--- src/rtl/cpu_types_pkg.sv ---
// Shared MIPS encodings: opcodes, R-type funct codes and ALU operations.
package cpu_types_pkg;

    // Primary opcodes (IR[31:26])
    localparam logic [5:0] OP_RTYPE = 6'h00;
    localparam logic [5:0] OP_J     = 6'h02;
    localparam logic [5:0] OP_JAL   = 6'h03;
    localparam logic [5:0] OP_BEQ   = 6'h04;
    localparam logic [5:0] OP_BNE   = 6'h05;
    localparam logic [5:0] OP_ADDI  = 6'h08;
    localparam logic [5:0] OP_ADDIU = 6'h09;
    localparam logic [5:0] OP_SLTI  = 6'h0a;
    localparam logic [5:0] OP_SLTIU = 6'h0b;
    localparam logic [5:0] OP_ANDI  = 6'h0c;
    localparam logic [5:0] OP_ORI   = 6'h0d;
    localparam logic [5:0] OP_XORI  = 6'h0e;
    localparam logic [5:0] OP_LUI   = 6'h0f;
    localparam logic [5:0] OP_LW    = 6'h23;
    localparam logic [5:0] OP_SW    = 6'h2b;
    localparam logic [5:0] OP_LL    = 6'h30;
    localparam logic [5:0] OP_SC    = 6'h38;
    localparam logic [5:0] OP_HALT  = 6'h3f;

    // R-type funct codes (IR[5:0])
    localparam logic [5:0] FN_SLL  = 6'h00;
    localparam logic [5:0] FN_SRL  = 6'h02;
    localparam logic [5:0] FN_JR   = 6'h08;
    localparam logic [5:0] FN_ADD  = 6'h20;
    localparam logic [5:0] FN_ADDU = 6'h21;
    localparam logic [5:0] FN_SUB  = 6'h22;
    localparam logic [5:0] FN_SUBU = 6'h23;
    localparam logic [5:0] FN_AND  = 6'h24;
    localparam logic [5:0] FN_OR   = 6'h25;
    localparam logic [5:0] FN_XOR  = 6'h26;
    localparam logic [5:0] FN_NOR  = 6'h27;
    localparam logic [5:0] FN_SLT  = 6'h2a;
    localparam logic [5:0] FN_SLTU = 6'h2b;

    typedef enum logic [3:0] {
        ALU_SLL  = 4'd0,
        ALU_SRL  = 4'd1,
        ALU_ADD  = 4'd2,
        ALU_SUB  = 4'd3,
        ALU_AND  = 4'd4,
        ALU_OR   = 4'd5,
        ALU_XOR  = 4'd6,
        ALU_NOR  = 4'd7,
        ALU_SLT  = 4'd8,
        ALU_SLTU = 4'd9
    } aluop_t;

endpackage

--- src/rtl/multicycle_control_unit.sv ---
// Moore control FSM for the multicycle MIPS datapath: fetch/decode/execute/mem/writeback
// sequencing with memory handshakes, a stall watchdog and LL/SC link tracking.
module multicycle_control_unit
    import cpu_types_pkg::*;
#(
    parameter int unsigned WAIT_LIMIT   = 64,
    parameter int unsigned ATOMICS      = 1,
    parameter int unsigned TRAP_ILLEGAL = 0,
    parameter int unsigned CNT_W        = 8
) (
    input  logic       CLK,
    input  logic       RST,
    input  logic [5:0] opcode,
    input  logic [5:0] funct,
    input  logic       zero,
    input  logic       ihit,
    input  logic       dhit,
    input  logic       link_inv,
    output logic       iREN,
    output logic       dREN,
    output logic       dWEN,
    output logic       IRWr,
    output logic       PCWr,
    output logic       PCSrc,
    output logic       jump,
    output logic       jr,
    output logic       jal,
    output logic       RegWr,
    output logic [1:0] RegDst,
    output logic [1:0] ALUSrc,
    output logic       ExtOp,
    output aluop_t     ALUop,
    output logic       mem2reg,
    output logic       lui,
    output logic       sc_wr,
    output logic       sc_ok,
    output logic       halt,
    output logic       mem_err,
    output logic       illegal
);

    localparam logic [3:0] FETCH  = 4'd0;
    localparam logic [3:0] DECODE = 4'd1;
    localparam logic [3:0] EXEC   = 4'd2;
    localparam logic [3:0] ADDR   = 4'd3;
    localparam logic [3:0] MEM    = 4'd4;
    localparam logic [3:0] WB     = 4'd5;
    localparam logic [3:0] BRANCH = 4'd6;
    localparam logic [3:0] JUMP   = 4'd7;
    localparam logic [3:0] HALTED = 4'd8;

    // Trip when the count of earlier unacked cycles reaches WAIT_LIMIT-1, i.e. on the
    // WAIT_LIMIT-th consecutive unacknowledged cycle.
    localparam logic [CNT_W-1:0] LIMIT_M1 = CNT_W'((WAIT_LIMIT == 0) ? 0 : WAIT_LIMIT - 1);
    localparam logic [CNT_W-1:0] CNT_MAX  = {CNT_W{1'b1}};

    logic [3:0]       state_q, state_d, dec_next;
    logic [5:0]       op_q, fn_q;
    logic [CNT_W-1:0] cnt_q, cnt_d;
    logic             link_q, link_d, sc_ok_q, err_q;
    logic             dec_illegal;
    logic             is_rtype, is_load, is_sw, is_sc, is_ialu, sc_can;
    logic             waiting, wd_trip;
    aluop_t           ex_op;
    logic [1:0]       ex_src;
    logic             ex_ext;

    assign is_rtype = (op_q == OP_RTYPE);
    assign is_load  = (op_q == OP_LW) || (op_q == OP_LL);
    assign is_sw    = (op_q == OP_SW);
    assign is_sc    = (op_q == OP_SC);
    assign is_ialu  = (op_q >= OP_ADDI) && (op_q <= OP_XORI);
    // An invalidate in the same cycle as the SC is sampled kills the store.
    assign sc_can   = link_q && !link_inv;

    assign waiting = ((state_q == FETCH) && !ihit) ||
                     ((state_q == MEM) && (is_load || is_sw || (is_sc && sc_can)) && !dhit);
    assign wd_trip = (WAIT_LIMIT != 0) && waiting && (cnt_q >= LIMIT_M1);

    // Instruction-class decode of the live IR fields, used only in DECODE
    always_comb begin
        dec_next    = FETCH;
        dec_illegal = 1'b0;
        case (opcode)
            OP_RTYPE: begin
                case (funct)
                    FN_SLL, FN_SRL, FN_ADD, FN_ADDU, FN_SUB, FN_SUBU, FN_AND, FN_OR,
                    FN_XOR, FN_NOR, FN_SLT, FN_SLTU: dec_next = EXEC;
                    FN_JR:                           dec_next = JUMP;
                    default:                         dec_illegal = 1'b1;
                endcase
            end
            OP_ADDI, OP_ADDIU, OP_SLTI, OP_SLTIU, OP_ANDI, OP_ORI, OP_XORI: dec_next = EXEC;
            OP_LW, OP_SW:   dec_next = ADDR;
            OP_LL, OP_SC: begin
                if (ATOMICS != 0) dec_next = ADDR;
                else              dec_illegal = 1'b1;
            end
            OP_BEQ, OP_BNE: dec_next = BRANCH;
            OP_J, OP_JAL:   dec_next = JUMP;
            OP_LUI:         dec_next = WB;
            OP_HALT:        dec_next = HALTED;
            default:        dec_illegal = 1'b1;
        endcase
        if (dec_illegal) dec_next = (TRAP_ILLEGAL != 0) ? HALTED : FETCH;
    end

    // ALU controls for ALU-class instructions, from the registered opcode/funct
    always_comb begin
        ex_op  = ALU_SLL;
        ex_src = 2'b00;
        ex_ext = 1'b0;
        if (is_rtype) begin
            case (fn_q)
                FN_SLL:          ex_src = 2'b01;
                FN_SRL:          begin ex_op = ALU_SRL; ex_src = 2'b01; end
                FN_ADD, FN_ADDU: ex_op = ALU_ADD;
                FN_SUB, FN_SUBU: ex_op = ALU_SUB;
                FN_AND:          ex_op = ALU_AND;
                FN_OR:           ex_op = ALU_OR;
                FN_XOR:          ex_op = ALU_XOR;
                FN_NOR:          ex_op = ALU_NOR;
                FN_SLT:          ex_op = ALU_SLT;
                FN_SLTU:         ex_op = ALU_SLTU;
                default:         ;
            endcase
        end else begin
            case (op_q)
                OP_ADDI, OP_ADDIU: begin ex_op = ALU_ADD;  ex_src = 2'b10; ex_ext = 1'b1; end
                OP_SLTI:           begin ex_op = ALU_SLT;  ex_src = 2'b10; ex_ext = 1'b1; end
                OP_SLTIU:          begin ex_op = ALU_SLTU; ex_src = 2'b10; ex_ext = 1'b1; end
                OP_ANDI:           begin ex_op = ALU_AND;  ex_src = 2'b10; end
                OP_ORI:            begin ex_op = ALU_OR;   ex_src = 2'b10; end
                OP_XORI:           begin ex_op = ALU_XOR;  ex_src = 2'b10; end
                default:           ;
            endcase
        end
    end

    // Next state, watchdog counter and LL link
    always_comb begin
        state_d = state_q;
        case (state_q)
            FETCH:  if (wd_trip) state_d = HALTED; else if (ihit) state_d = DECODE;
            DECODE: state_d = dec_next;
            EXEC:   state_d = WB;
            ADDR:   state_d = MEM;
            MEM: begin
                if (wd_trip)                   state_d = HALTED;
                else if (is_load)              state_d = dhit ? WB : MEM;
                else if (is_sw)                state_d = dhit ? FETCH : MEM;
                else if (is_sc && sc_can)      state_d = dhit ? WB : MEM;
                else if (is_sc)                state_d = WB;
                else                           state_d = FETCH;
            end
            WB, BRANCH, JUMP: state_d = FETCH;
            HALTED:           state_d = HALTED;
            default:          state_d = FETCH;
        endcase

        if (!waiting)             cnt_d = '0;
        else if (cnt_q == CNT_MAX) cnt_d = cnt_q;
        else                      cnt_d = cnt_q + 1'b1;

        link_d = link_q;
        if (link_inv)                                                 link_d = 1'b0;
        else if ((state_q == MEM) && is_sc && (state_d != MEM))       link_d = 1'b0;
        else if ((state_q == MEM) && (op_q == OP_LL) && dhit)         link_d = 1'b1;
    end

    // State and bookkeeping registers; opcode/funct captured while in DECODE
    always_ff @(posedge CLK) begin
        if (RST) begin
            state_q <= FETCH;
            op_q    <= '0;
            fn_q    <= '0;
            cnt_q   <= '0;
            link_q  <= 1'b0;
            sc_ok_q <= 1'b0;
            err_q   <= 1'b0;
        end else begin
            state_q <= state_d;
            cnt_q   <= cnt_d;
            link_q  <= link_d;
            err_q   <= err_q | wd_trip;
            if (state_q == DECODE) begin
                op_q <= opcode;
                fn_q <= funct;
            end
            if ((state_q == MEM) && is_sc) sc_ok_q <= sc_can;
        end
    end

    // Moore output decode; everything forced low while reset is held
    always_comb begin
        iREN = 1'b0; dREN = 1'b0; dWEN = 1'b0; IRWr = 1'b0; PCWr = 1'b0;
        PCSrc = 1'b0; jump = 1'b0; jr = 1'b0; jal = 1'b0; RegWr = 1'b0;
        RegDst = 2'b00; ALUSrc = 2'b00; ExtOp = 1'b0; ALUop = ALU_SLL;
        mem2reg = 1'b0; lui = 1'b0; sc_wr = 1'b0; sc_ok = 1'b0;
        halt = 1'b0; mem_err = 1'b0; illegal = 1'b0;
        if (!RST) begin
            case (state_q)
                FETCH: begin
                    iREN = 1'b1;
                    IRWr = ihit;
                    PCWr = ihit;
                end
                DECODE: illegal = dec_illegal;
                EXEC: begin
                    ALUop = ex_op; ALUSrc = ex_src; ExtOp = ex_ext;
                end
                // Address controls stay up for the whole access so the address is stable.
                ADDR, MEM: begin
                    ALUop = ALU_ADD; ALUSrc = 2'b10; ExtOp = 1'b1;
                    if (state_q == MEM) begin
                        dREN = is_load;
                        dWEN = is_sw || (is_sc && sc_can);
                    end
                end
                WB: begin
                    RegWr   = 1'b1;
                    RegDst  = is_rtype ? 2'b01 : 2'b00;
                    mem2reg = is_load;
                    lui     = (op_q == OP_LUI);
                    sc_wr   = is_sc;
                    sc_ok   = is_sc && sc_ok_q;
                    // No ALU output register: the result is written straight from the ALU.
                    if (is_rtype || is_ialu) begin
                        ALUop = ex_op; ALUSrc = ex_src; ExtOp = ex_ext;
                    end
                end
                BRANCH: begin
                    ALUop = ALU_SUB;
                    PCSrc = ((op_q == OP_BEQ) && zero) || ((op_q == OP_BNE) && !zero);
                    PCWr  = PCSrc;
                end
                JUMP: begin
                    PCWr = 1'b1;
                    if (op_q == OP_JAL) begin
                        jump = 1'b1; jal = 1'b1; RegWr = 1'b1; RegDst = 2'b10;
                    end else if (is_rtype) begin
                        jr = 1'b1;
                    end else begin
                        jump = 1'b1;
                    end
                end
                HALTED:  halt = 1'b1;
                default: ;
            endcase
            mem_err = err_q;
        end
    end

endmodule

--- config.mk ---
export PLATFORM = sky130hd
export DESIGN_NAME = multicycle_control_unit
export DESIGN_NICKNAME = d
export VERILOG_FILES = /design/src/rtl/cpu_types_pkg.sv /design/src/rtl/multicycle_control_unit.sv
export SDC_FILE = /design/constraint.sdc
export NUM_CORES = 1
export LEC_CHECK = 0
export CAP_MARGIN = 10
export CORE_MARGIN = 2
export CORE_UTILIZATION = 35
export DETAILED_ROUTE_END_ITERATION = 10
export SYNTH_ARGS = -nofsm -noshare
export SYNTH_HDL_FRONTEND = slang
export SYNTH_SLANG_ARGS = --single-unit
--- constraint.sdc ---
create_clock -name CLK -period 4.1 [get_ports CLK]
set_clock_uncertainty 0.05 [all_clocks]
set_input_delay 0.615 -clock CLK [delete_from_list [all_inputs] [get_ports CLK]]
set_output_delay 0.615 -clock CLK [all_outputs]
set_load 0.01 [all_outputs]
==> metrics.txt, run 1 <==
net switching fraction of the power=between 30 and 40%; xor and xnor fraction of the mapped netlist area=under 10%; master cell of the clock root buffer=sky130_fd_sc_hd__clkbuf_8; worst hold start=err_q$_SDFF_PP0_; detail-routed net length per standard cell=14.6 um; first-pass GRT wire length=9640 um; relative max-transition margin=just over 60%; dpl hpwl=between 4000 and 5000 um; largest cells by area after synthesis=sky130_fd_sc_hd__dfxtp_1 (26%), sky130_fd_sc_hd__a21oi_1 (7.8%), sky130_fd_sc_hd__nand2_1 (6.8%), sky130_fd_sc_hd__nor2_1 (6.4%), sky130_fd_sc_hd__nand3_1 (2.9%); DRC violation count after routing=0; Startpoint Class=flip-flop; Seq pwr share=about half; die width=about 80 um; slowest cell on the critical path=sky130_fd_sc_hd__dfxtp_1; total power divided by cell area=roughly 230 nW/um^2; final estimated routing congestion in global placement=between 0.8 and 0.9; Initial Util=36.7%; Final period util=around 87%; leading cell types in the layout, fill and taps excluded=sky130_fd_sc_hd__clkdlybuf4s50_1 (43), sky130_fd_sc_hd__nand2_1 (37), sky130_fd_sc_hd__nor2_1 (35), sky130_fd_sc_hd__a21oi_1 (32), sky130_fd_sc_hd__dfxtp_1 (27); critical path, cell by cell=or3b_2, o2bb2ai_1, a31oi_1, nor2_1, nand4b_1, nor2_1, clkdlybuf4s50_1; DRT Pass-1 Iters=5; post-synthesis instance total=roughly 290; Net Count, Synth=~310; combined area of all synthesized cells=2050 sq um; Tightest Hold Check Type=flip-flop to flip-flop; Final Max Slew Viols=0; most frequently used flop master after synthesis=sky130_fd_sc_hd__dfxtp_1; initial antenna violation count=0; count of state elements after synthesis=27; layout cells sized above 1=under 10%; peak fanout along the critical path=10; Multi-input gate area=between 1000 and 1500 sq um; unrepaired setup endpoints after global routing=false; std cell rows=27; number of fill cells=between 600 and 700; switching power summed over all nets=between 0.15 and 0.2 mW; Min Clock Period, post-route=about 3600 ps; CP dominant cell by count=sky130_fd_sc_hd__nor2_1; top achievable clock speed=roughly 280 MHz; proportion of power drawn by combinational gates=21.9%; total I/O pin count=44; Routed Antenna Nets=0; clock-pin slew reported for the worst setup and hold paths after clock tree synthesis=100 ps; final-layout setup total negative slack=0 ps; routed wire length=roughly 5800 um; via count of the first global-routing pass=between 2k and 2.5k; core footprint=approximately 5600 sq um; Worst Max-Slew Pin Slew=~570 ps; internal power=between 0.4 and 0.5 mW; overall die height=80.5 um; total of max-cap violations=0; post-CTS sizing=0; required time of the critical path=around 3400 ps; cell type with the largest total area after synthesis=sky130_fd_sc_hd__dfxtp_1; Async S/R FF share, synth=0%; kind of end point of the critical path=output pin; H-tree levels=1; synthesis-to-finish area growth=24.9%; drt first-iter violations=about 200; overall die area=around 6500 sq um; most common cell after layout, fill and taps aside=sky130_fd_sc_hd__clkdlybuf4s50_1; CTS Hold Buffers Added=0; beginning of the worst register-to-register path=state_q[2]$_SDFF_PP0_; count of yosys warnings during synthesis=0; adder-cell area share of the yosys netlist=under 10%; worst slack at placement=around 800 ps; beginning of the critical path=op_q[3]$_SDFFE_PP0P_; Post CTS Setup Buffer Count=0; fraction of synthesized cell area taken by the top area cell type=26.4%; number of placed instances with taps included=about 390; fraction of the mapped netlist area in compound gates=a little under a quarter; combinational family with the most area after synthesis=simple AND/OR/NAND/NOR gates; Sequential cell area=541 sq um; CTS max path bufs=2; Post-synth EDFFs=0; pin count of the biggest net entering global routing=18; proportion of power drawn by the clock network=28.2%; vias per cell=5.58; number of buffers created by CTS=3; TritonCTS clock tree=yes; status=finished, final reports clean; final hold viol count=0; worst setup path category=flip-flop to output pin; Total Nets Final=~350; number of different library cells in the post-synthesis netlist=just over 60; Post-Layout Cell Count=397; total congestion overflow=0; number of inserted diodes=0; final number of setup-violating endpoints=0; clock latency of the later-clocked register in the worst-skew pair=between 200 and 300 ps; share of cell area taken by muxes after synthesis=approximately 1.5%; sequential cell area fraction in the yosys report=26.4%; total via count in the routed design=about 2.2k; VDD IR max=around 0.13 mV; clock tree sinks=27; Worst Slack Setup Final=roughly 530 ps; simple-gate share of the synthesized area=39.1%; Worst Path Arrival=between 2000 and 3000 ps; average size of a mapped cell=~7.0 sq um; total leakage power=0.855 nW; GRT Resource Usage Total=18.5%; port bufs=43; Largest stage delay, worst path=between 500 and 600 ps
-- cell families (layout without fill, tap and decap cells) --
kind of cell	count (synthesis)	after routing
flops	27	27
simple gates	153	153
fa+ha+maj	2	2
mux	3	3
buf+inv	28	61
xor+xnor	6	6
compound gates	73	73
-- metrics by stage --
step | utilization [%] | hold slack (ps) | power (mW) | cell area, sq um
finish | 45.9 | 413 | 0.582 | 2560
global route | 45.9 | 456 | 0.614 | 2560
CTS | 45.9 | 416 | 0.587 | 2560
detailed placement | 45.0 | 399 | 0.422 | 2510
global placement | 45.0 | 395 | 0.422 | 2510
floorplan | - | 382 | 0.371 | 2050
-- Yosys cell counts (2+ instances only) --
library cell and instances:
sky130_fd_sc_hd__and2_1 4, sky130_fd_sc_hd__nand3_1 12, sky130_fd_sc_hd__o22ai_1 2, sky130_fd_sc_hd__nand2_1 37, sky130_fd_sc_hd__dfxtp_1 27, sky130_fd_sc_hd__nand2b_1 7
sky130_fd_sc_hd__mux2i_1 3, sky130_fd_sc_hd__nand4b_1 2, sky130_fd_sc_hd__and3b_1 2, sky130_fd_sc_hd__nor4_1 7, sky130_fd_sc_hd__clkbuf_1 9, sky130_fd_sc_hd__xor2_1 4
sky130_fd_sc_hd__a21oi_1 32, sky130_fd_sc_hd__o211ai_1 2, sky130_fd_sc_hd__a21o_1 2, sky130_fd_sc_hd__o21ai_0 10, sky130_fd_sc_hd__nand4_1 5, sky130_fd_sc_hd__nor2b_1 7
sky130_fd_sc_hd__a31oi_1 2, sky130_fd_sc_hd__or3_1 4, sky130_fd_sc_hd__or4_1 3, sky130_fd_sc_hd__buf_2 4, sky130_fd_sc_hd__or2_2 2, sky130_fd_sc_hd__xnor2_1 2
sky130_fd_sc_hd__inv_1 10, sky130_fd_sc_hd__buf_4 3, sky130_fd_sc_hd__a22oi_1 2, sky130_fd_sc_hd__nor3_1 10, sky130_fd_sc_hd__nor3_2 2, sky130_fd_sc_hd__nor2_1 35
sky130_fd_sc_hd__a211oi_1 3, sky130_fd_sc_hd__nor3b_1 6
-- layer usage --
metal	track usage [%]	wire, um
met5	0	0
met4	6.10	63
met1	25.1	2790
met3	1.91	282
met2	30.7	2640
-- layout make-up --
| cell class | instances | area share (%) |
|---|---|---|
| clock buffer | 3 | 1.62 |
| clock inverter | 1 | 0.343 |
| tap | 72 | 3.52 |
| sequential | 27 | 21.1 |
| multi-input combinational | 237 | 53.9 |
| timing repair buffer | 47 | 18.0 |
| inverter | 10 | 1.47 |
-- path summary, 6_finish.rpt --
kind	to	slack, ps	cells past startpoint
min	err_q$_SDFF_PP0_	410	2
max reg2reg	link_q$_SDFFE_PP0P_	1800	6
max	ALUop[3]	530	7
min reg2reg	err_q$_SDFF_PP0_	410	2
-- power by group through the flow --
stage	Clock [mW]	Combinational [mW]	Sequential, mW
floorplan	0	0.0891	0.282
global placement	0	0.127	0.296
detailed placement	0	0.127	0.296
CTS	0.170	0.127	0.289
global route	0.180	0.142	0.293
finish	0.164	0.127	0.290
-- registers in the layout, indices dropped and copies added (netlist names) --
signal	cells
err_q	1
state_q	4
op_q	6
sc_ok_q	1
fn_q	6
link_q	1
cnt_q	8
-- worst max-delay path, delay by kind of cell (launching register included) --
kind            cells  cell delay, ps
buf+inv             1             560
compound gates      2             310
flops               1             580
simple gates        4            1180
No activity file was read; power rests on OpenSTA's default activity.
==> inputs of run 2 (changes only) <==
--- a/config.mk
+++ b/config.mk
@@ -6,6 +6,7 @@
 export NUM_CORES = 1
 export LEC_CHECK = 0
 export CAP_MARGIN = 10
+export CORE_ASPECT_RATIO = 0.9
 export CORE_MARGIN = 2
 export CORE_UTILIZATION = 35
 export DETAILED_ROUTE_END_ITERATION = 10
==> run 2 against run 1 <==
- sequential power is essentially flat
- critical path type unchanged
- maximum frequency increased by 4.4%
- critical path depth is 2 lower
- core utilization is 0.96 points lower
- flip-flop and latch count unchanged
- worst hold slack better by 1.3 ps
- die area barely moved
- register-to-register slack better by 30 ps
- worst setup slack gained 150 ps
- global-route usage shrank 1.4 points
- routed wire length fell by 4.2%
- via count decreased by 3.2%
==> metrics.txt, run 2 (same netlist as run 1, synthesis figures left out) <==
total leakage power=0.848 nW (-0.89%); Min Clock Period, post-route=3420 ps (-151 ps); CTS max path bufs=2 (unchanged); vias per cell=5.44 (-2.4%); clock-pin slew reported for the worst setup and hold paths after clock tree synthesis=100 ps (about the same); final number of setup-violating endpoints=0 (unchanged); drt first-iter violations=131 (-36%); total I/O pin count=44 (unchanged); Util after Layout=44.9% (-0.96 points); status=finished, final reports clean; leading cell types in the layout, fill and taps excluded=sky130_fd_sc_hd__clkdlybuf4s50_1 (43), sky130_fd_sc_hd__nand2_1 (37), sky130_fd_sc_hd__nor2_1 (35), sky130_fd_sc_hd__a21oi_1 (32), sky130_fd_sc_hd__dfxtp_1 (27); DRC violation count after routing=0 (unchanged); Total Nets Final=344 (-0.29%); top achievable clock speed=293 MHz (+4.4%); clock latency of the later-clocked register in the worst-skew pair=280 ps (about the same); final hold viol count=0 (unchanged); most common cell after layout, fill and taps aside=sky130_fd_sc_hd__clkdlybuf4s50_1; area of all placed cells without fillers=2540 sq um (-0.59%); Post-Layout Cell Count=394 (-0.76%); master cell of the clock root buffer=sky130_fd_sc_hd__clkbuf_8; Routed Antenna Nets=0 (unchanged); CTS Hold Buffers Added=0 (unchanged); dpl hpwl=4250 um (-2.5%); Tightest Hold Check Type=flip-flop to flip-flop; clock tree sinks=27 (unchanged); peak fanout along the critical path=9 (-1); overall die area=6480 sq um (about the same); cell class contributing the biggest share of worst-path delay=simple AND/OR/NAND/NOR gates; Worst Max-Slew Pin Slew=1140 ps (+574 ps); detail-routed net length per standard cell=14.1 um (-3.4%); VDD IR max=0.137 mV (+3.2%); overall die height=76.6 um (-4.9%); number of inserted diodes=0 (unchanged); Startpoint Class=flip-flop; critical path, cell by cell=nor3_1, nand2_1, or3_1, nor4_1, clkdlybuf4s50_1; die width=84.6 um (+5.1%); number of placed instances with taps included=390 (-0.76%); number of buffers created by CTS=3 (unchanged); final-layout setup total negative slack=0 ps (unchanged); pin count of the biggest net entering global routing=21 (+3); post-CTS sizing=0 (unchanged); routed wire length=5540 um (-4.2%); port bufs=43 (unchanged); worst setup path category=flip-flop to output pin; core footprint=5660 sq um (+1.5%); Final Max Slew Viols=0 (unchanged); relative max-transition margin=23.4% (-38 points); Initial Util=36.2% (-0.56 points); total of max-cap violations=0 (unchanged); TritonCTS clock tree=yes; Post CTS Setup Buffer Count=0 (unchanged); total power divided by cell area=223 nW/um^2 (-1.9%); required time of the critical path=3430 ps (about the same); first-pass GRT wire length=9290 um (-3.6%); initial antenna violation count=0 (unchanged); slowest cell on the critical path=sky130_fd_sc_hd__clkdlybuf4s50_1; register containing the most flip-flops in the final layout=cnt_q; buffer and inverter count on the worst path=1 (unchanged); Final period util=83.3% (-3.7 points); placed cell areas=2500 sq um (-0.40%); unrepaired setup endpoints after global routing=false; via count of the first global-routing pass=1916 (-7.0%); total via count in the routed design=2145 (-3.2%); std cell rows=26 (-3.7%); final estimated routing congestion in global placement=0.816 (-7.9%); layout cells sized above 1=5.86% (-0.60 points); synthesis-to-finish area growth=24.1%; Largest stage delay, worst path=620 ps (+40 ps); kind of end point of the critical path=output pin; Worst Path Arrival=2750 ps (-150 ps); GRT Resource Usage Total=17.2% (-1.4 points); total congestion overflow=0 (unchanged); largest registers=cnt_q (8), fn_q (6), op_q (6); max reg flops=8 (unchanged); DRT Pass-1 Iters=4 (-1); H-tree levels=1 (unchanged)
-- run 2: changes by cell type in the layout (fill, tap and decap cells not counted) --
cell                       before  now
sky130_fd_sc_hd__buf_4          4    3
sky130_fd_sc_hd__clkbuf_1       0    1
sky130_fd_sc_hd__inv_6          1    0
-- run 2: cell type report --
cell class / instances / area (sq um)
clock buffer: 4 / 45.0
fill: 599 / 3120
inverter: 10 / 37.5
multi-input combinational: 237 / 1380
sequential: 27 / 541
tap: 70 / 87.6
timing repair buffer: 46 / 453
-- run 2: through the flow --
step           hold WS [ps]  power [mW]  setup slack [ps]
2_1_floorplan           382       0.371              1730
3_3_place_gp            395       0.420               799
3_5_place_dp            399       0.420               757
4_1_cts                 413       0.575               711
5_1_grt                 458       0.603               490
6_report                414       0.567               685
-- run 2: path summary, 6_finish.rpt --
kind,from,to,slack (ps),cells past startpoint
hold / removal,err_q$_SDFF_PP0_,err_q$_SDFF_PP0_,410,2
hold reg to reg,err_q$_SDFF_PP0_,err_q$_SDFF_PP0_,410,2
setup reg to reg,state_q[2]$_SDFF_PP0_,link_q$_SDFFE_PP0P_,1830,6
setup / recovery,op_q[5]$_SDFFE_PP0P_,ALUSrc[0],680,5
-- run 2: power breakdown --
part	internal (mW)	total, mW	switching (mW)
clock network	0.0697	0.153	0.0836
logic	0.0581	0.127	0.0687
registers	0.271	0.287	0.0162
total	0.399	0.567	0.168
-- run 2: per-layer routing --
metal	vias to the layer above	wire (um)	share of wire (%)	track usage (%)
li1	1117	-	-	-
met1	966	2720	49	24.5
met2	56	2420	44	25.9
met3	6	347	6.3	4.77
met4	0	53	0.96	3.49
met5	-	0	0	0
-- run 2: worst register-to-register path, delay by kind of cell (launching register included) --
family | cells | cell delay, ps
AOI/OAI and AO/OA | 4 | 660
and+or+nand+nor | 2 | 820
DFF | 1 | 640
